==> src/rtl/perceptron_scheduler.sv <==
// Round-robin scheduler sharing one perceptron MAC between N_REQ image sources.
// Accepts an image, runs the perceptron until ready, drains its index, returns the class.
module perceptron_scheduler #(
  parameter int unsigned N_REQ     = 2,
  parameter int unsigned WIDTH     = 25,
  parameter int unsigned TIMEOUT   = 63,
  parameter int unsigned DRAIN_CYC = 3
) (
  input  logic                                      clk,
  input  logic                                      rst_n,
  input  logic [N_REQ-1:0]                          req_valid,
  input  logic [N_REQ*WIDTH-1:0]                    req_data,
  output logic [N_REQ-1:0]                          req_ready,
  output logic [N_REQ-1:0]                          rsp_valid,
  input  logic [N_REQ-1:0]                          rsp_ack,
  output logic [1:0]                                rsp_class,
  output logic                                      rsp_timeout,
  output logic [WIDTH-1:0]                          pe_in,
  output logic                                      pe_en,
  input  logic [1:0]                                pe_out,
  input  logic                                      pe_ready,
  output logic                                      busy,
  output logic [((N_REQ > 1) ? $clog2(N_REQ) : 1)-1:0] grant_id
);

  localparam int unsigned GW   = (N_REQ > 1) ? $clog2(N_REQ) : 1;
  localparam int unsigned CMAX = (TIMEOUT > DRAIN_CYC) ? TIMEOUT : DRAIN_CYC;
  localparam int unsigned CW   = $clog2(CMAX + 1);

  typedef enum logic [1:0] {IDLE, RUN, DRAIN, RESP} state_t;

  state_t           state, state_n;
  logic [GW-1:0]    last_grant, last_grant_n;
  logic [CW-1:0]    cnt, cnt_n;
  logic [N_REQ-1:0] req_ready_n, rsp_valid_n;
  logic [1:0]       rsp_class_n;
  logic             rsp_timeout_n;
  logic [WIDTH-1:0] pe_in_n;
  logic             pe_en_n;
  logic [GW-1:0]    grant_id_n;
  logic             found;
  logic [GW-1:0]    sel;
  logic [GW:0]      cand;

  assign busy = (state != IDLE);

  always_comb begin
    state_n       = state;
    last_grant_n  = last_grant;
    cnt_n         = cnt;
    req_ready_n   = '0;
    rsp_valid_n   = rsp_valid;
    rsp_class_n   = rsp_class;
    rsp_timeout_n = rsp_timeout;
    pe_in_n       = pe_in;
    pe_en_n       = 1'b0;
    grant_id_n    = grant_id;
    found         = 1'b0;
    sel           = '0;
    cand          = '0;

    // Round-robin search starting just after the previous grant.
    for (int unsigned k = 0; k < N_REQ; k++) begin
      cand = {1'b0, last_grant} + (GW+1)'(k + 1);
      if (cand >= (GW+1)'(N_REQ)) cand = cand - (GW+1)'(N_REQ);
      if (!found && req_valid[cand[GW-1:0]]) begin
        found = 1'b1;
        sel   = cand[GW-1:0];
      end
    end

    case (state)
      IDLE: begin
        if (found) begin
          req_ready_n[sel] = 1'b1;
          pe_in_n          = req_data[sel*WIDTH +: WIDTH];
          grant_id_n       = sel;
          last_grant_n     = sel;
          cnt_n            = '0;
          state_n          = RUN;
        end
      end
      RUN: begin
        pe_en_n = 1'b1;
        // pe_en is registered, so the counter tracks cycles the perceptron actually saw en.
        cnt_n   = cnt + CW'(pe_en);
        if (pe_ready) begin
          rsp_class_n   = pe_out;
          rsp_timeout_n = 1'b0;
          cnt_n         = '0;
          state_n       = DRAIN;
        end else if (cnt == CW'(TIMEOUT)) begin
          rsp_class_n   = 2'b00;
          rsp_timeout_n = 1'b1;
          cnt_n         = '0;
          state_n       = DRAIN;
        end
      end
      DRAIN: begin
        pe_en_n = 1'b1;
        cnt_n   = cnt + CW'(1);
        if (cnt == CW'(DRAIN_CYC - 1)) begin
          pe_en_n               = 1'b0;
          rsp_valid_n           = '0;
          rsp_valid_n[grant_id] = 1'b1;
          state_n               = RESP;
        end
      end
      RESP: begin
        if (rsp_ack[grant_id]) begin
          rsp_valid_n = '0;
          state_n     = IDLE;
        end
      end
      default: state_n = IDLE;
    endcase
  end

  always_ff @(posedge clk) begin
    if (!rst_n) begin
      state       <= IDLE;
      last_grant  <= GW'(N_REQ - 1);
      cnt         <= '0;
      req_ready   <= '0;
      rsp_valid   <= '0;
      rsp_class   <= 2'b00;
      rsp_timeout <= 1'b0;
      pe_in       <= '0;
      pe_en       <= 1'b0;
      grant_id    <= '0;
    end else begin
      state       <= state_n;
      last_grant  <= last_grant_n;
      cnt         <= cnt_n;
      req_ready   <= req_ready_n;
      rsp_valid   <= rsp_valid_n;
      rsp_class   <= rsp_class_n;
      rsp_timeout <= rsp_timeout_n;
      pe_in       <= pe_in_n;
      pe_en       <= pe_en_n;
      grant_id    <= grant_id_n;
    end
  end

endmodule

==> config.mk <==
export PLATFORM = sky130hd
export DESIGN_NAME = perceptron_scheduler
export DESIGN_NICKNAME = d
export VERILOG_FILES = /design/src/rtl/perceptron_scheduler.sv
export SDC_FILE = /design/constraint.sdc
export NUM_CORES = 1
export LEC_CHECK = 0
export ABC_CLOCK_PERIOD_IN_PS = 2300
export CAP_MARGIN = 20
export CORE_UTILIZATION = 42
export DETAILED_ROUTE_END_ITERATION = 10
export GPL_TIMING_DRIVEN = 0
export HOLD_SLACK_MARGIN = 0.12
export PLACE_DENSITY = 0.91
export SLEW_MARGIN = 20
export SYNTH_ARGS = -nofsm -noshare
export SYNTH_HDL_FRONTEND = slang
export SYNTH_SLANG_ARGS = --single-unit
==> constraint.sdc <==
create_clock -name clk -period 2.3 [get_ports clk]
set_input_delay 0.345 -clock clk [delete_from_list [all_inputs] [get_ports clk]]
set_output_delay 0.345 -clock clk [all_outputs]
set_load 0.01 [all_outputs]
# Word-level counts from Yosys, hierarchy flattened
# Cells that the tools add are included.
# op_classes
reduce_logical	15
multipliers	1
magnitude_cmp	8
shifts	1
n_addsub	6
eq_ne	9
muxes	34
# op_table
cell	count
50-bit by 7-bit variable part select with 25-bit output	1
6-bit 2-to-1 mux	3
6-bit case mux with 3 select lines	1
1-bit 2-to-1 mux	17
2-bit 2-to-1 mux	8
1-bit by 2-bit < comparator with 1-bit output (second input constant)	4
2-bit case mux with 4 select lines	1
6-bit by 1-bit adder with 6-bit output	1
6-bit by 1-bit adder with 6-bit output (second input constant)	1
6-bit by 2-bit equality test with 1-bit output (second input constant)	1
6-bit equality test (second input constant)	1
1-bit by 5-bit multiplier with 6-bit output (second input constant)	1
2-bit inequality test (second input constant)	3
2-bit AND reduction	3
3-bit AND reduction	2
2-bit nonzero test	3
2-bit equality test (second input constant)	2
2-bit >= comparator (second input constant)	2
2-bit case mux with 2 select lines	1
4-bit AND reduction	1
1-bit logical AND	3
3-bit inequality test (second input constant)	1
3-bit nonzero test	1
1-bit by 1-bit adder with 2-bit output (second input constant)	1
other kinds (8)	11
# totals
ff_bits	43
word_cells	84
output_inout_bits	35
inputBits	59

# Logic depth before layout (Yosys ltp)
# depth
word_depth	13
ltp_mapped	8
mapped_depth_nobuf	6

# Worst setup path after synthesis
# OpenSTA, ideal clock, no wires.
# synth_path
path_kind	flip-flop to flip-flop
startpoint	reg cnt[1]
endpoint	reg cnt[5]
slack_ns	0.678
setup_ns	0.122
path_stages_with_launch	7
synth_period_minus_slack_ns	1.622
arrival_ns	1.500
required_ns	2.178
n_path_buf	1
cell_sequence	dfxtp_1 -> ha_1 -> clkbuf_1 -> a21oi_1 -> o21ai_0 -> o21ai_0 -> a221o_1
# synth_between
elab_chain_len	4
word_cells_on_any_way	6
cone_classes	add/sub (2); eq/ne (1); mux (3)
# synth_lines
item	line_no	source
start, declared	34	logic [CW-1:0] cnt, cnt_n;
start signal, assigned	134	cnt <= cnt_n;
6-bit by 1-bit adder with 6-bit output or 6-bit equality test (tied branches)	86, 92	
6-bit 2-to-1 mux	92	end else if (cnt == CW'(TIMEOUT)) begin
6-bit 2-to-1 mux	87	if (pe_ready) begin
6-bit case mux with 3 select lines *	72	case (state)
# Mark *: on every way between the ends. The rest lies on a longest branch, timed or not.
# A chain may end at the register's enable or synchronous reset.

# Worst setup path after layout
# layout_path
startpoint	reg state[1]
endpoint	out busy
# layout_between
elab_chain_len	1
# layout_lines
item	line_no	source
start, declared	32	state_t state, state_n;
start signal, assigned	132	state <= state_n;
2-bit nonzero test	45	assign busy = (state != IDLE);
end, declared	22	output logic busy,
# No other way between the ends.

==> Flow_metrics.wiki <==
{| class="wikitable"
! Metric !! Value
|-
| Launch point of the worst hold path || rst_n
|-
| Leading area contributor after synthesis || sky130_fd_sc_hd__dfxtp_1
|-
| Reg-to-reg endpoint || cnt[5]
|-
| Syn_nets || 303
|-
| Synthesized cell area || 2160 um2
|-
| EDFF count, synth || 0
|-
| Flip-flop cell with the highest count after synthesis || sky130_fd_sc_hd__dfxtp_1
|-
| Fraction of layout instances using a drive strength above 1 || 0.0685
|-
| Count of endpoints failing hold in the final timing report || 0
|-
| Async set-or-reset flop fraction in the synthesized netlist || 0
|-
| Gr ovfl total || 0
|-
| Floorplan die area || 5430 um2
|-
| Run status || completed
|-
| Initial cell density of the core || 0.445
|-
| Slowest CP cell || sky130_fd_sc_hd__clkdlybuf4s50_1
|-
| Actual slew at the worst max-slew pin || 550 ps
|-
| Hold/Removal Path Class || in -> reg
|-
| Critical Path AT || 1700 ps
|-
| CTS Hold Buffers Added || 0
|-
| Global-route usage over all layers || 0.228
|-
| Ranking of synthesized cells by area || sky130_fd_sc_hd__dfxtp_1 (40%), sky130_fd_sc_hd__mux2i_1 (13%), sky130_fd_sc_hd__a211oi_1 (9.4%), sky130_fd_sc_hd__nor2_1 (5.0%), sky130_fd_sc_hd__ha_1 (4.6%)
|-
| Global-route layer with the greatest usage || met2
|-
| Power per standard cell area || 894 nW/um2
|-
| Reg-to-reg critical path startpoint || cnt[1]
|-
| Total via count after detailed routing || 2189
|-
| Die height || 73.7 um
|-
| Wire length of the first global-routing pass || 9.36 mm
|-
| Setup bufs post-CTS || 0
|-
| Nature of the critical path endpoint || output port
|-
| Wire per inst || 14.5 um
|-
| Initial antenna violation count || 0
|-
| Clock-pin slew on the worst setup and hold paths || 80 ps
|-
| Final nets || 402
|-
| Via count of the first global-routing pass || 2066
|-
| F_max || 489 MHz
|-
| Final setup viols || 0
|-
| Most common cell in the netlist || sky130_fd_sc_hd__dfxtp_1
|-
| Length of the first detailed-routing pass in iterations || 4
|-
| Clock latency at the later pin of the worst-skew pair || 310 ps
|-
| R2R Setup Slk || 400 ps
|-
| CTS sink cnt || 43
|-
| Synth top cells by count || sky130_fd_sc_hd__dfxtp_1 (43), sky130_fd_sc_hd__nor2_1 (29), sky130_fd_sc_hd__a211oi_1 (27), sky130_fd_sc_hd__mux2i_1 (27), sky130_fd_sc_hd__inv_1 (11)
|-
| Maximum number of pins on one net before global-route repair || 15
|-
| GRT met3 Usage || 0.0809
|-
| Final period utilization || 0.889
|-
| Number of remaining DRC errors || 0
|-
| Hold-critical path endpoint || last_grant
|-
| Critical path class || reg -> out
|-
| Number of antenna diodes || 0
|-
| Final worst path period need || 2050 ps
|-
| Top fanout value on the critical path || 6
|-
| Die X || 73.7 um
|-
| Initial drt markers || 122
|-
| Critical path required time || 1960 ps
|-
| Distinct cell type count after synthesis || 39
|-
| Detailed-placement wirelength estimate || 4.47 mm
|-
| Element type at the critical path start || flop
|-
| Met1 demand-to-capacity share in global routing || 0.255
|-
| Setup TNS || 0 ps
|-
| Setup repair after global routing missed its margin || no
|-
| VDD IR max || 0.516 mV
|-
| Port Buffers || 92
|-
| Largest stage delay on the critical path || 550 ps
|-
| Global placer's final weighted congestion || 0.889
|-
| Number of pins with negative max-slew slack in the final report || 0
|-
| Total CTS buffers || 5
|-
| Number of I/O pins || 94
|-
| Post-Route Hold Slack || 321 ps
|-
| R2R cell count || 6
|-
| Static power due to leakage || 1.23 nW
|-
| Top cell type's share of synthesized area || 0.399
|-
| Syn avg cell area || 9.15 um2
|-
| Clock tree from TritonCTS || done
|-
| GR Util met2 || 0.392
|-
| Most used cell, CP || sky130_fd_sc_hd__inv_1
|-
| Sequential share of the synthesized area || 0.399
|-
| Cell at the root of the clock tree || sky130_fd_sc_hd__clkbuf_8
|-
| Placeable core area || 4850 um2
|-
| Rows || 25
|-
| Worst slew slack as a fraction of its limit || 0.630
|-
| Final setup skew || 10.4 ps
|-
| Cell breakdown of the critical path || inv_1, ha_1, inv_1, clkdlybuf4s50_1
|-
| Via density per instance || 5.43
|-
| Hold Crit Depth || 2
|-
| Synthesized flop and latch total || 43
|-
| Antenna violation net count after detailed routing || 0
|-
| H-Tree Level Count || 2
|-
| Post-CTS resize count || 0
|-
| Area overhead of the layout relative to synthesis || 51.1%
|-
| Count of warnings emitted by yosys || 0
|-
| Sum of routed wire length over all layers || 5.84 mm
|-
| Gate Count Post-Synth || 236
|-
| Buffers from clock root to sink, at most || 2
|-
| Max-cap check violation count || 0
|}
-- layout by cell type (no fill, tap or decap), types with 3 or more instances in the layout --
| master | netlist | final |
|---|---|---|
| sky130_fd_sc_hd__clkdlybuf4s50_1 | 0 | 92 |
| sky130_fd_sc_hd__dfxtp_1 | 43 | 43 |
| sky130_fd_sc_hd__nor2_1 | 29 | 29 |
| sky130_fd_sc_hd__mux2i_1 | 27 | 27 |
| sky130_fd_sc_hd__a211oi_1 | 27 | 27 |
| sky130_fd_sc_hd__inv_1 | 11 | 11 |
| sky130_fd_sc_hd__nand3_1 | 9 | 9 |
| sky130_fd_sc_hd__clkbuf_1 | 8 | 8 |
| sky130_fd_sc_hd__a21oi_1 | 8 | 8 |
| sky130_fd_sc_hd__o21ai_0 | 8 | 8 |
| sky130_fd_sc_hd__ha_1 | 8 | 8 |
| sky130_fd_sc_hd__nand2_1 | 7 | 7 |
| sky130_fd_sc_hd__buf_2 | 6 | 6 |
| sky130_fd_sc_hd__a31oi_1 | 6 | 6 |
| sky130_fd_sc_hd__clkbuf_8 | 0 | 6 |
| sky130_fd_sc_hd__buf_6 | 4 | 4 |
| sky130_fd_sc_hd__and3_1 | 3 | 3 |
-- sequential cells by signal, summed over array words and instances (netlist names) --
register     flops
pe_in           25
cnt              6
req_ready        2
rsp_class        2
rsp_valid        2
state            2
grant_id         1
last_grant       1
pe_en            1
rsp_timeout      1
-- worst max-delay path, delay by kind of cell (launching register included) --
family     cells  cell delay [ps]
buf+inv        3              760
flops          1              380
fa+ha+maj      1              260
-- area by class of cell --
type                            instances  area (um2)
Buffer                                 18         105
Clock buffer                            6        82.6
Clock inverter                          2        16.3
Fill cell                             345        1590
Inverter                               11        41.3
Multi-Input combinational cell        164        1150
Sequential cell                        43         861
Tap cell                               67        83.8
Timing Repair Buffer                   92         921
-- through the flow --
stage	power, mW	util	instances	instance area (um2)	setup WS [ps]
3_5_place_dp	2.40	0.653	395	3160	281
3_3_place_gp	2.35	0.653	395	3160	382
2_1_floorplan	1.77	-	236	2160	678
6_report	2.92	0.673	403	3260	255
4_1_cts	2.92	0.673	403	3260	252
5_1_grt	3.09	0.673	403	3260	153
-- worst max-delay path by stage --
stage	slack, ps	cells after the start	endpoint	startpoint
detailed placement	280	6	pe_in[9]	req_valid[0]
global route	150	4	busy	state[1]
CTS	250	4	busy	state[1]
global placement	380	7	grant_id	req_valid[0]
floorplan	680	6	cnt[5]	cnt[1]
finish	250	4	busy	state[1]
-- kinds of logic after synthesis --
kind of cell | synth area share
AOI/OAI and AO/OA | 0.219
and+or+nand+nor | 0.135
xor gates and xnor gates | 0.00811
muxes | 0.125
adders and majority gates | 0.0464
DFF | 0.399
buffers and inverters | 0.0678
-- metal layers --
layer | wire [um] | vias up | share of wire
met5 | 0 | - | 0
met2 | 2910 | 79 | 0.50
met1 | 2340 | 1038 | 0.40
li1 | - | 1059 | -
met3 | 451 | 13 | 0.077
met4 | 141 | 0 | 0.024
-- where the power goes --
part	switching, mW	internal (mW)	total [mW]
Combinational	0.685	0.670	1.36
Sequential	0.106	0.930	1.04
Clock	0.281	0.245	0.526
Total	1.07	1.85	2.92
Power figures use the tool's default switching activity.
